[src/rtl/ex_muldiv_ctrl.sv]
// ex_muldiv_ctrl: multi-cycle shift-add multiply / restoring divide sequencer owning HI/LO
// Ports:
//   clk, rst (async, active-low)
//   start/op/operand_a/operand_b : launch MULT(00) MULTU(01) DIV(10) DIVU(11)
//   flush                        : squash the in-flight operation
//   hi_we/lo_we/wdata            : MTHI/MTLO writes, honoured only when not running
//   stall (comb), busy, done, div_by_zero, hi, lo
module ex_muldiv_ctrl #(
    parameter int WIDTH = 32,
    parameter int CNT_W = 6
) (
    input  logic             clk,
    input  logic             rst,
    input  logic             start,
    input  logic [1:0]       op,
    input  logic [WIDTH-1:0] operand_a,
    input  logic [WIDTH-1:0] operand_b,
    input  logic             flush,
    input  logic             hi_we,
    input  logic             lo_we,
    input  logic [WIDTH-1:0] wdata,
    output logic             stall,
    output logic             busy,
    output logic             done,
    output logic             div_by_zero,
    output logic [WIDTH-1:0] hi,
    output logic [WIDTH-1:0] lo
);
    typedef enum logic [1:0] {S_IDLE, S_RUN, S_FIX, S_DONE} state_t;

    state_t               r_state, w_next;
    logic [CNT_W-1:0]     r_cnt;
    logic [2*WIDTH-1:0]   r_acc;
    logic [WIDTH-1:0]     r_opnd, r_hi, r_lo;
    logic                 r_div, r_sa, r_sb, r_dbz;

    logic                 w_idle, w_accept, w_dz, w_sa, w_sb, w_last;
    logic [WIDTH-1:0]     w_abs_a, w_abs_b;
    logic [WIDTH:0]       w_sum, w_diff;
    logic [2*WIDTH:0]     w_sh;
    logic [2*WIDTH-1:0]   w_mul, w_dvs, w_step, w_prod;
    logic [WIDTH-1:0]     w_quo, w_rem, w_res_hi, w_res_lo;

    assign w_idle   = (r_state == S_IDLE) || (r_state == S_DONE);
    assign w_accept = start & ~flush & w_idle;
    assign w_dz     = op[1] & (operand_b == '0);
    assign w_sa     = ~op[0] & operand_a[WIDTH-1];
    assign w_sb     = ~op[0] & operand_b[WIDTH-1];
    assign w_abs_a  = w_sa ? -operand_a : operand_a;
    assign w_abs_b  = w_sb ? -operand_b : operand_b;
    assign w_last   = r_cnt == CNT_W'(WIDTH - 1);

    // multiply: r_acc = {partial product, remaining multiplier bits}
    assign w_sum  = {1'b0, r_acc[2*WIDTH-1:WIDTH]} + ({1'b0, r_opnd} & {(WIDTH+1){r_acc[0]}});
    assign w_mul  = {w_sum, r_acc[WIDTH-1:1]};

    // divide: r_acc = {remainder, quotient}; the shifted remainder needs WIDTH+1 bits
    assign w_sh   = {r_acc, 1'b0};
    assign w_diff = w_sh[2*WIDTH:WIDTH] - {1'b0, r_opnd};
    assign w_dvs  = w_diff[WIDTH] ? w_sh[2*WIDTH-1:0] : {w_diff[WIDTH-1:0], w_sh[WIDTH-1:1], 1'b1};
    assign w_step = r_div ? w_dvs : w_mul;

    // sign fix-up; signs are zero for unsigned ops so no op decode is needed here
    assign w_prod   = (r_sa ^ r_sb) ? -r_acc : r_acc;
    assign w_quo    = (r_sa ^ r_sb) ? -r_acc[WIDTH-1:0] : r_acc[WIDTH-1:0];
    assign w_rem    = r_sa ? -r_acc[2*WIDTH-1:WIDTH] : r_acc[2*WIDTH-1:WIDTH];
    assign w_res_hi = r_div ? w_rem : w_prod[2*WIDTH-1:WIDTH];
    assign w_res_lo = r_div ? w_quo : w_prod[WIDTH-1:0];

    always_comb begin
        w_next = r_state;
        case (r_state)
            S_RUN:   w_next = flush ? S_IDLE : (w_last ? S_FIX : S_RUN);
            S_FIX:   w_next = flush ? S_IDLE : S_DONE;
            default: w_next = w_accept ? (w_dz ? S_DONE : S_RUN) : S_IDLE;
        endcase
    end

    always_ff @(posedge clk or negedge rst) begin
        if (!rst) begin
            r_state <= S_IDLE;
            r_cnt   <= '0;
            r_acc   <= '0;
            r_opnd  <= '0;
            r_div   <= 1'b0;
            r_sa    <= 1'b0;
            r_sb    <= 1'b0;
            r_dbz   <= 1'b0;
            r_hi    <= '0;
            r_lo    <= '0;
        end else begin
            r_state <= w_next;
            r_dbz   <= w_accept & w_dz;
            if (w_accept) begin
                r_cnt  <= '0;
                r_div  <= op[1];
                r_sa   <= w_sa;
                r_sb   <= w_sb;
                r_opnd <= op[1] ? w_abs_b : w_abs_a;
                r_acc  <= {{WIDTH{1'b0}}, op[1] ? w_abs_a : w_abs_b};
            end else if (r_state == S_RUN) begin
                r_cnt <= r_cnt + 1'b1;
                r_acc <= w_step;
            end
            if (r_state == S_FIX && !flush) begin
                r_hi <= w_res_hi;
                r_lo <= w_res_lo;
            end else if (w_idle) begin
                if (hi_we) r_hi <= wdata;
                if (lo_we) r_lo <= wdata;
            end
        end
    end

    assign stall       = w_accept | (r_state == S_RUN) | (r_state == S_FIX);
    assign busy        = (r_state == S_RUN) | (r_state == S_FIX);
    assign done        = r_state == S_DONE;
    assign div_by_zero = r_dbz;
    assign hi          = r_hi;
    assign lo          = r_lo;
endmodule

[config.mk]
export PLATFORM = sky130hd
export DESIGN_NAME = ex_muldiv_ctrl
export DESIGN_NICKNAME = d
export VERILOG_FILES = /design/src/rtl/ex_muldiv_ctrl.sv
export SDC_FILE = /design/constraint.sdc
export NUM_CORES = 1
export LEC_CHECK = 0
export BUFFER_PORTS_ARGS = -buffer_cell sky130_fd_sc_hd__clkbuf_2
export CAP_MARGIN = 20
export CORE_MARGIN = 2
export CORE_UTILIZATION = 55
export DETAILED_ROUTE_END_ITERATION = 8
export HOLD_SLACK_MARGIN = 0.1
export PLACE_DENSITY_LB_ADDON = 0.08
export SLEW_MARGIN = 20
export SYNTH_ARGS = -nofsm -noshare
export SYNTH_HDL_FRONTEND = slang
export SYNTH_SLANG_ARGS = --single-unit
[constraint.sdc]
create_clock -name clk -period 3.2 [get_ports clk]
set_input_delay 0.32 -clock clk [delete_from_list [all_inputs] [get_ports clk]]
set_output_delay 0.32 -clock clk [all_outputs]
set_load 0.02 [all_outputs]
==> results of run 1 <==
==> stage by stage <==
| step | worst slack [ns] | std cells | total power, mW |
|---|---|---|---|
| final | -0.0610 | 2627 | 15.4 |
| after global routing | -0.155 | 2627 | 16.2 |
| after CTS | 0.0174 | 2611 | 14.7 |
| after detailed placement | -0.149 | 2573 | 12.3 |
| after global placement | -0.0715 | 2573 | 12.2 |
| after floorplan | 0.0713 | 1953 | 8.74 |
==> placed cells by master, fill, tap and decap left out, types with 7 or more instances in the layout <==
cell       synthesis  layout
clkbuf_2           0     169
dfrtp_1          172     170
inv_1             60      57
nor3_1            46      45
ha_2               0       9
o41ai_1            8       8
mux2_2            12      12
nor2_1           205     202
xor2_1            87      85
o21ai_0          184     178
nand4_1           14      14
mux2i_1          106     106
a21o_1            25      25
a21oi_1          196     188
o221ai_1          10       9
nand3_1           28      28
ha_1              72      63
a31oi_1           18      16
a21oi_2            0       7
nand2_1          200     198
buf_4              0     205
nor2b_1           13      11
xnor2_1           90      87
or3_1             20      19
nor4_1            19      17
o21ai_1            7      10
o211ai_1          51      51
or2_2              7       7
clkbuf_16          0      17
or4_1              9       9
a211oi_1          14      11
nand2b_1          17      15
a22oi_1            7       7
a41oi_1            8       7
clkinv_8           0       8
o31ai_1           18      17
==> state kept, by name, indices dropped and copies added, names as in the netlist <==
| register | cells |
|---|---|
| r_div | 1 |
| div_by_zero | 1 |
| lo | 32 |
| r_opnd | 32 |
| r_cnt | 6 |
| r_acc | 64 |
| hi | 32 |
| r_sa | 1 |
| r_sb | 1 |
| r_state | 2 |
==> repair_timing <==
action / in CTS / in global routing
gates cloned: 0 / 2
buffers inserted: 5 / 14
hold buffers: 1 / 0
setup endpoints to repair: 18 / 46
hold endpoints to repair: 74 / 0
gates resized for setup: 8 / 76
pin swaps: 4 / 23
==> cell families after synthesis <==
| group | count (synthesis) | synth area share [%] |
|---|---|---|
| buffers and inverters | 179 | 4.47 |
| multiplexers | 118 | 7.83 |
| XOR/XNOR | 177 | 10.2 |
| flip-flops | 172 | 28.2 |
| AND/OR/NAND/NOR | 618 | 18.6 |
| AO/OA/AOI/OAI | 615 | 24.6 |
| adder cells (fa/ha/maj) | 74 | 6.16 |
==> critical path: stages, from the launching register on <==
cell and delay (ns):
dfrtp_1 0.40, or3_4 0.41, or4_4 0.45, or3_4 0.35
or4b_4 0.55, buf_8 0.16, o211ai_4 0.20, buf_4 0.15
o21ai_1 0.07, xor2_1 0.19, nor2_1 0.13, a21oi_1 0.05
==> layer usage <==
layer / wire length, µm / track usage, % / vias to the layer above
met5: 0 / 0 / -
met1: 22900 / 49.5 / 7764
met3: 4790 / 5.88 / 158
met2: 25700 / 62.6 / 862
met4: 3170 / 20.3 / 0
li1: - / - / 7622
==> worst paths after layout <==
kind	from	endpoint	slack, ns
setup / recovery	r_acc[9]	hi[31]	-0.06
hold / removal	flush	r_state[0]	0.15
setup reg to reg	r_acc[9]	hi[31]	-0.06
hold reg to reg	r_opnd[3]	r_opnd[3]	0.49
max in group asynchronous	rst	r_acc[55]	1.90
min in group asynchronous	rst	hi[10]	0.43
==> layout make-up <==
cell class              count  area [µm²]
inverters                  61         231
well taps                 372         465
fillers                  2281        8250
clock buffers              17         425
clock inverters            15         206
flip-flops and latches    172        4310
multi-input cells        1602       10600
repair buffers            388        2580
==> power groups by stage <==
stage               logic (mW)  registers (mW)  clock network, mW
detailed placement        9.08            3.24                  0
finish                    9.91            3.24               2.24
global placement          9.00            3.23                  0
global route              10.6            3.28               2.31
floorplan                 5.43            3.30                  0
CTS                       9.27            3.20               2.24
==> impl_metrics.sql, run 1 <==
INSERT INTO impl_metrics (metric_group, metric, value, unit) VALUES
('timing', 'setup_viol_count_final', '3', ''),
('timing', 'rsz0062_at_grt', 'yes', ''),
('route', 'first_iter_violations', '1641', ''),
('timing', 'finalHoldViolations', '0', ''),
('logic_synthesis', 'mean_syn_cell_area', '7.82', 'µm²'),
('die', 'dieWidth', '171', 'µm'),
('logic_synthesis', 'synth.net_count', '2131', ''),
('clock_network', 'cts.reportedPaths.clkPinSlew', '0.09', 'ns'),
('global_route', 'grt_remaining_overflow', '0', ''),
('clock_network', 'cts_root_buffer', 'clkbuf_16', ''),
('timing', 'skew', '0.0258', 'ns'),
('timing', 'final-max-slew-violation-count', '0', ''),
('global_route', 'gr-usage-all-layers', '38.5', '%'),
('die', 'core_outline_area', '0.0271', 'mm²'),
('timing', 'final_min_period_over_clock_period', '102', '%'),
('place', 'detailed_place.area', '0.0177', 'mm²'),
('place', 'gp_congestion', '0.989', ''),
('critical_path', 'data_required_time_of_the_worst_path', '3.53', 'ns'),
('run_status', 'outcome', 'complete, but fails checks', ''),
('clock_network', 'tritoncts', 'built', ''),
('die', 'num_io_pins', '172', ''),
('critical_path', 'critPathArrivalTime', '3.59', 'ns'),
('die', 'rows', '60', ''),
('run_status', 'failed_checks', 'setup timing', ''),
('logic_synthesis', 'yosysSeqAreaShare', '28.2', '%'),
('timing', 'worstMarginPinSlew', '0.915', 'ns'),
('logic_synthesis', 'yosysTopAreaCellShare', '28.2', '%'),
('logic_synthesis', 'synth_top_flop_cell', 'dfrtp_1', ''),
('logic_synthesis', 'post_synth_main_area_contributors', 'dfrtp_1, mux2i_1, a21oi_1', ''),
('clock_network', 'clock_sinks', '172', ''),
('logic_synthesis', 'yosysMostFrequentCell', 'nor2_1', ''),
('layout', 'nets', '2420', ''),
('logic_synthesis', 'synth-warning-count', '0', ''),
('die', 'start_util', '56.3', '%'),
('critical_path', 'end_kind', 'flip-flop', ''),
('logic_synthesis', 'synth_enable_flop_cells', '0', ''),
('clock_network', 'cts-root-to-sink-buffers', '2', ''),
('route', 'vias', '16400', ''),
('route', 'router_iterations_before_antenna_repair', '6', ''),
('pwr', 'switching_share', '48.1', '%'),
('layout', 'drive_gt1_share', '23.1', '%'),
('timing', 'period_minus_slack', '3.26', 'ns'),
('logic_synthesis', 'synth.ff_latch_count', '172', ''),
('timing', 'post-route-worst-setup-slack', '-0.0610', 'ns'),
('layout', 'syn2layout_area_growth', '23.5', '%'),
('pwr', 'peakVddDrop', '0.000464', 'V'),
('route', 'ant_nets', '0', ''),
('flow_run', 'drv.max_cap_violation_count', '0', ''),
('route', 'drc', '0', ''),
('global_route', 'pin_count_of_the_biggest_net_entering_global_routing', '105', ''),
('timing', 'timing.fmax', '0.307', 'GHz'),
('pwr', 'power.sequential.fraction', '21.1', '%'),
('min_path', 'hold_path_depth', '2', ''),
('timing', 'max-slew-margin-rel', '39.0', '%'),
('pwr', 'p_int', '8.00', 'mW'),
('critical_path', 'rr_worst_depth', '11', ''),
('die', 'fp.dieArea', '0.0291', 'mm²'),
('pwr', 'portion_of_total_power_attributed_to_the_clock_network', '14.6', '%'),
('pwr', 'power.static_leakage', '8.67', 'nW'),
('global_route', 'grt_pass1_vias', '15400', ''),
('critical_path', 'worst_path_max_fanout', '8', ''),
('logic_synthesis', 'synthTopCellsByCount', 'nor2_1, nand2_1, a21oi_1', ''),
('pwr', 'power_frac_comb', '64.4', '%'),
('die', 'die_h', '171', 'µm'),
('place', 'dpl.hpwl', '44.0', 'mm'),
('clock_network', 'cts-buffers-inserted', '17', ''),
('logic_synthesis', 'syn-instance-count', '1953', ''),
('route', 'avgViaCountPerCell', '6.25', ''),
('timing', 'fin_hold_ws', '0.152', 'ns'),
('global_route', 'wire_length_of_the_first_global_routing_pass', '86.1', 'mm'),
('pwr', 'switchingPower', '7.40', 'mW');
(Power assumes the default switching activity.)
==> run 2: changes to the inputs <==
ABC_AREA = 1   (was unset)
CORE_UTILIZATION = 56   (was 55)
==> impl_metrics.sql, run 2 <==
INSERT INTO impl_metrics (metric_group, metric, value, unit) VALUES
('route', 'vias', '21900', ''),
('route', 'first_iter_violations', '2564', ''),
('min_path', 'hold_path_depth', '3', ''),
('global_route', 'wire_length_of_the_first_global_routing_pass', '110', 'mm'),
('logic_synthesis', 'post_synth_main_area_contributors', 'dfrtp_1, nand2_1, inv_1', ''),
('layout', 'mostFrequentLayoutCells', 'nand2_1, inv_1, nand3_1', ''),
('timing', 'final-max-slew-violation-count', '0', ''),
('global_route', 'pin_count_of_the_biggest_net_entering_global_routing', '78', ''),
('logic_synthesis', 'post-synth-top-area-cell', 'dfrtp_1', ''),
('timing', 'skew', '0.0192', 'ns'),
('flow_run', 'drv.max_cap_violation_count', '0', ''),
('clock_network', 'tritoncts', 'built', ''),
('clock_network', 'cts_root_buffer', 'clkbuf_16', ''),
('place', 'gp_congestion', '1.06', ''),
('pwr', 'power.static_leakage', '11.2', 'nW'),
('die', 'rows', '66', ''),
('route', 'avgViaCountPerCell', '5.84', ''),
('layout', 'layout.filler_cells', '3206', ''),
('place', 'dpl.hpwl', '59.2', 'mm'),
('critical_path', 'path_common_cell', 'nand2_1', ''),
('critical_path', 'crit_type', 'flip-flop to flip-flop', ''),
('timing', 'final_min_period_over_clock_period', '90.8', '%'),
('route', 'ant_nets', '0', ''),
('route', 'router_iterations_before_antenna_repair', '7', ''),
('clock_network', 'cts-root-to-sink-buffers', '2', ''),
('critical_path', 'setup.worst_path.start_class', 'flip-flop', ''),
('die', 'start_util', '56.5', '%'),
('min_path', 'hold_path.class', 'input port to flip-flop', ''),
('timing', 'finalHoldViolations', '0', ''),
('logic_synthesis', 'yosysTopAreaCellShare', '23.5', '%'),
('logic_synthesis', 'synthesis.area', '0.0183', 'mm²'),
('logic_synthesis', 'syn-instance-count', '3146', ''),
('global_route', 'grt_pass1_vias', '19600', ''),
('critical_path', 'data_required_time_of_the_worst_path', '3.56', 'ns'),
('layout', 'multi_input_area', '0.0116', 'mm²'),
('layout', 'max_flop_register', 'r_acc', ''),
('global_route', 'grt_remaining_overflow', '0', ''),
('timing', 'max-slew-margin-rel', '42.3', '%'),
('timing', 'period_minus_slack', '2.91', 'ns'),
('critical_path', 'critPathSlowestCell', 'dfrtp_1', ''),
('run_status', 'outcome', 'finished, final reports clean', ''),
('layout', 'regArea', '0.00430', 'mm²'),
('logic_synthesis', 'synth.net_count', '3324', ''),
('layout', 'nets', '3468', ''),
('global_route', 'initial_antenna_violation_count', '1', ''),
('critical_path', 'cpLargestDelayFamily', 'simple AND/OR/NAND/NOR gates', ''),
('logic_synthesis', 'synth_enable_flop_cells', '0', ''),
('logic_synthesis', 'synth_top_flop_cell', 'dfrtp_1', ''),
('logic_synthesis', 'mean_syn_cell_area', '5.81', 'µm²'),
('layout', 'flip_flop_count_of_the_largest_register_after_layout', '64', ''),
('timing', 'setup_viol_count_final', '0', ''),
('die', 'die_h', '185', 'µm'),
('critical_path', 'critical_path.cell_chain', 'ha_1, nand2_1, nand2_1, nand2_1, nand2_1, nand2_1, nand2_1, a21oi_1, nand3_1, nand2_4, nand2_1, a31oi_1', ''),
('critical_path', 'critical_path_buf_inv_count', '0', ''),
('place', 'pre_cts_ws', '0.419', 'ns'),
('critical_path', 'end_kind', 'flip-flop', ''),
('die', 'dieWidth', '185', 'µm'),
('timing', 'timing.fmax', '0.344', 'GHz'),
('layout', 'drive_gt1_share', '8.99', '%'),
('timing', 'setup-tns-final', '0', 'ns'),
('die', 'core_outline_area', '0.0324', 'mm²'),
('route', 'drc', '0', ''),
('critical_path', 'critPathArrivalTime', '3.27', 'ns'),
('clock_network', 'clock_tree.htree_level_count', '4', ''),
('pwr', 'peakVddDrop', '0.000577', 'V'),
('place', 'post-place-cells', '3712', ''),
('logic_synthesis', 'postSynth.asyncResetShare', '100', '%'),
('global_route', 'gr-usage-all-layers', '42.7', '%'),
('critical_path', 'worst_path_max_fanout', '33', ''),
('logic_synthesis', 'synth-warning-count', '0', ''),
('die', 'num_io_pins', '172', ''),
('clock_network', 'clock_latency', '0.48', 'ns'),
('die', 'fp.dieArea', '0.0341', 'mm²'),
('logic_synthesis', 'yosysMostFrequentCell', 'nand2_1', ''),
('pwr', 'p_per_cell_area', '1080', 'mW/mm²'),
('critical_path', 'worst_stage_delay_on_the_critical_path', '0.73', 'ns'),
('route', 'post_drt_wl_per_cell', '19.6', 'µm'),
('timing', 'rsz0062_at_grt', 'no', ''),
('route', 'drt-total-wl', '73.4', 'mm'),
('timing', 'worstMarginPinSlew', '0.856', 'ns'),
('critical_path', 'rr_worst_depth', '12', ''),
('clock_network', 'cts.reportedPaths.clkPinSlew', '0.08', 'ns'),
('logic_synthesis', 'yosysUniqueCellTypes', '50', ''),
('logic_synthesis', 'synthTopCellsByCount', 'nand2_1, inv_1, nand3_1, nor2_1, dfrtp_1', ''),
('layout', 'layout_commonest_cell', 'nand2_1', ''),
('clock_network', 'post_cts_hold_buffer_count', '1', ''),
('logic_synthesis', 'yosysSeqAreaShare', '23.5', '%'),
('timing', 'fin_hold_ws', '0.122', 'ns'),
('critical_path', 'worstSetupPathDepth', '12', ''),
('logic_synthesis', 'synth.ff_latch_count', '172', ''),
('clock_network', 'clock_sinks', '172', ''),
('place', 'buffer_ports.inserted', '171', ''),
('layout', 'syn2layout_area_growth', '11.1', '%'),
('clock_network', 'ctsResizeCount', '0', ''),
('layout', 'instances_no_fill', '3746', ''),
('clock_network', 'cts-buffers-inserted', '17', ''),
('clock_network', 'post-cts-setup-buffers', '0', ''),
('timing', 'post-route-worst-setup-slack', '0.294', 'ns');
[run 2: logic make-up (layout without fill, tap and decap cells)]
| family | count (synthesis) | in the layout | share of synthesized area [%] |
|---|---|---|---|
| AO/OA/AOI/OAI | 402 | 402 | 13.6 |
| XOR/XNOR | 74 | 74 | 3.54 |
| adder cells (fa/ha/maj) | 74 | 74 | 5.15 |
| buffers and inverters | 613 | 770 | 13.1 |
| flip-flops | 172 | 172 | 23.5 |
| other | 0 | 1 | 0 |
| AND/OR/NAND/NOR | 1811 | 1811 | 41.1 |
[run 2: layer usage]
| metal | GRT usage (%) | part of all wire, % | vias up |
|---|---|---|---|
| met5 | 0 | 0 | - |
| met4 | 23.2 | 6.2 | 0 |
| met3 | 10.3 | 11 | 237 |
| met2 | 63.3 | 42 | 1346 |
| met1 | 57.2 | 41 | 9941 |
| li1 | - | - | 10300 |
[run 2: layout make-up]
class | instances | area share (%)
antenna | 1 | 0.0123
clock buffer | 17 | 2.09
clock inverter | 15 | 0.992
inverter | 520 | 9.61
multi-input combinational | 2361 | 57.2
sequential | 172 | 21.2
tap | 442 | 2.72
timing repair buffer | 218 | 6.18
[run 2: per-stage QoR]
stage / power (mW) / area, µm² / util (%)
after floorplan: 14.6 / 18300 / -
after global placement: 18.8 / 19700 / 60.8
after detailed placement: 19.0 / 19700 / 60.8
after CTS: 21.3 / 20300 / 62.7
after global routing: 23.6 / 20300 / 62.7
final: 21.9 / 20300 / 62.7
[run 2: worst paths after layout]
kind	end	startpoint	slack [ns]
max	r_acc[0]	r_acc[48]	0.29
min	lo[8]	wdata[8]	0.12
max reg2reg	r_acc[0]	r_acc[48]	0.29
min reg2reg	lo[10]	lo[10]	0.50
max in group asynchronous	r_acc[58]	rst	1.84
min in group asynchronous	lo[28]	rst	0.43
[run 2: report_power, final]
part	internal, mW	switching, mW	total, mW
registers	3.16	1.29	4.45
clock network	1.19	1.09	2.28
logic	4.73	10.4	15.2
total	9.08	12.8	21.9
[run 2: worst reg2reg max path: stages (launching register included)]
cell	delay, ns
dfrtp_1	0.73
ha_1	0.41
nand2_1	0.10
nand2_1	0.09
nand2_1	0.07
nand2_1	0.06
nand2_1	0.05
nand2_1	0.06
a21oi_1	0.27
nand3_1	0.17
nand2_4	0.32
nand2_1	0.20
a31oi_1	0.27
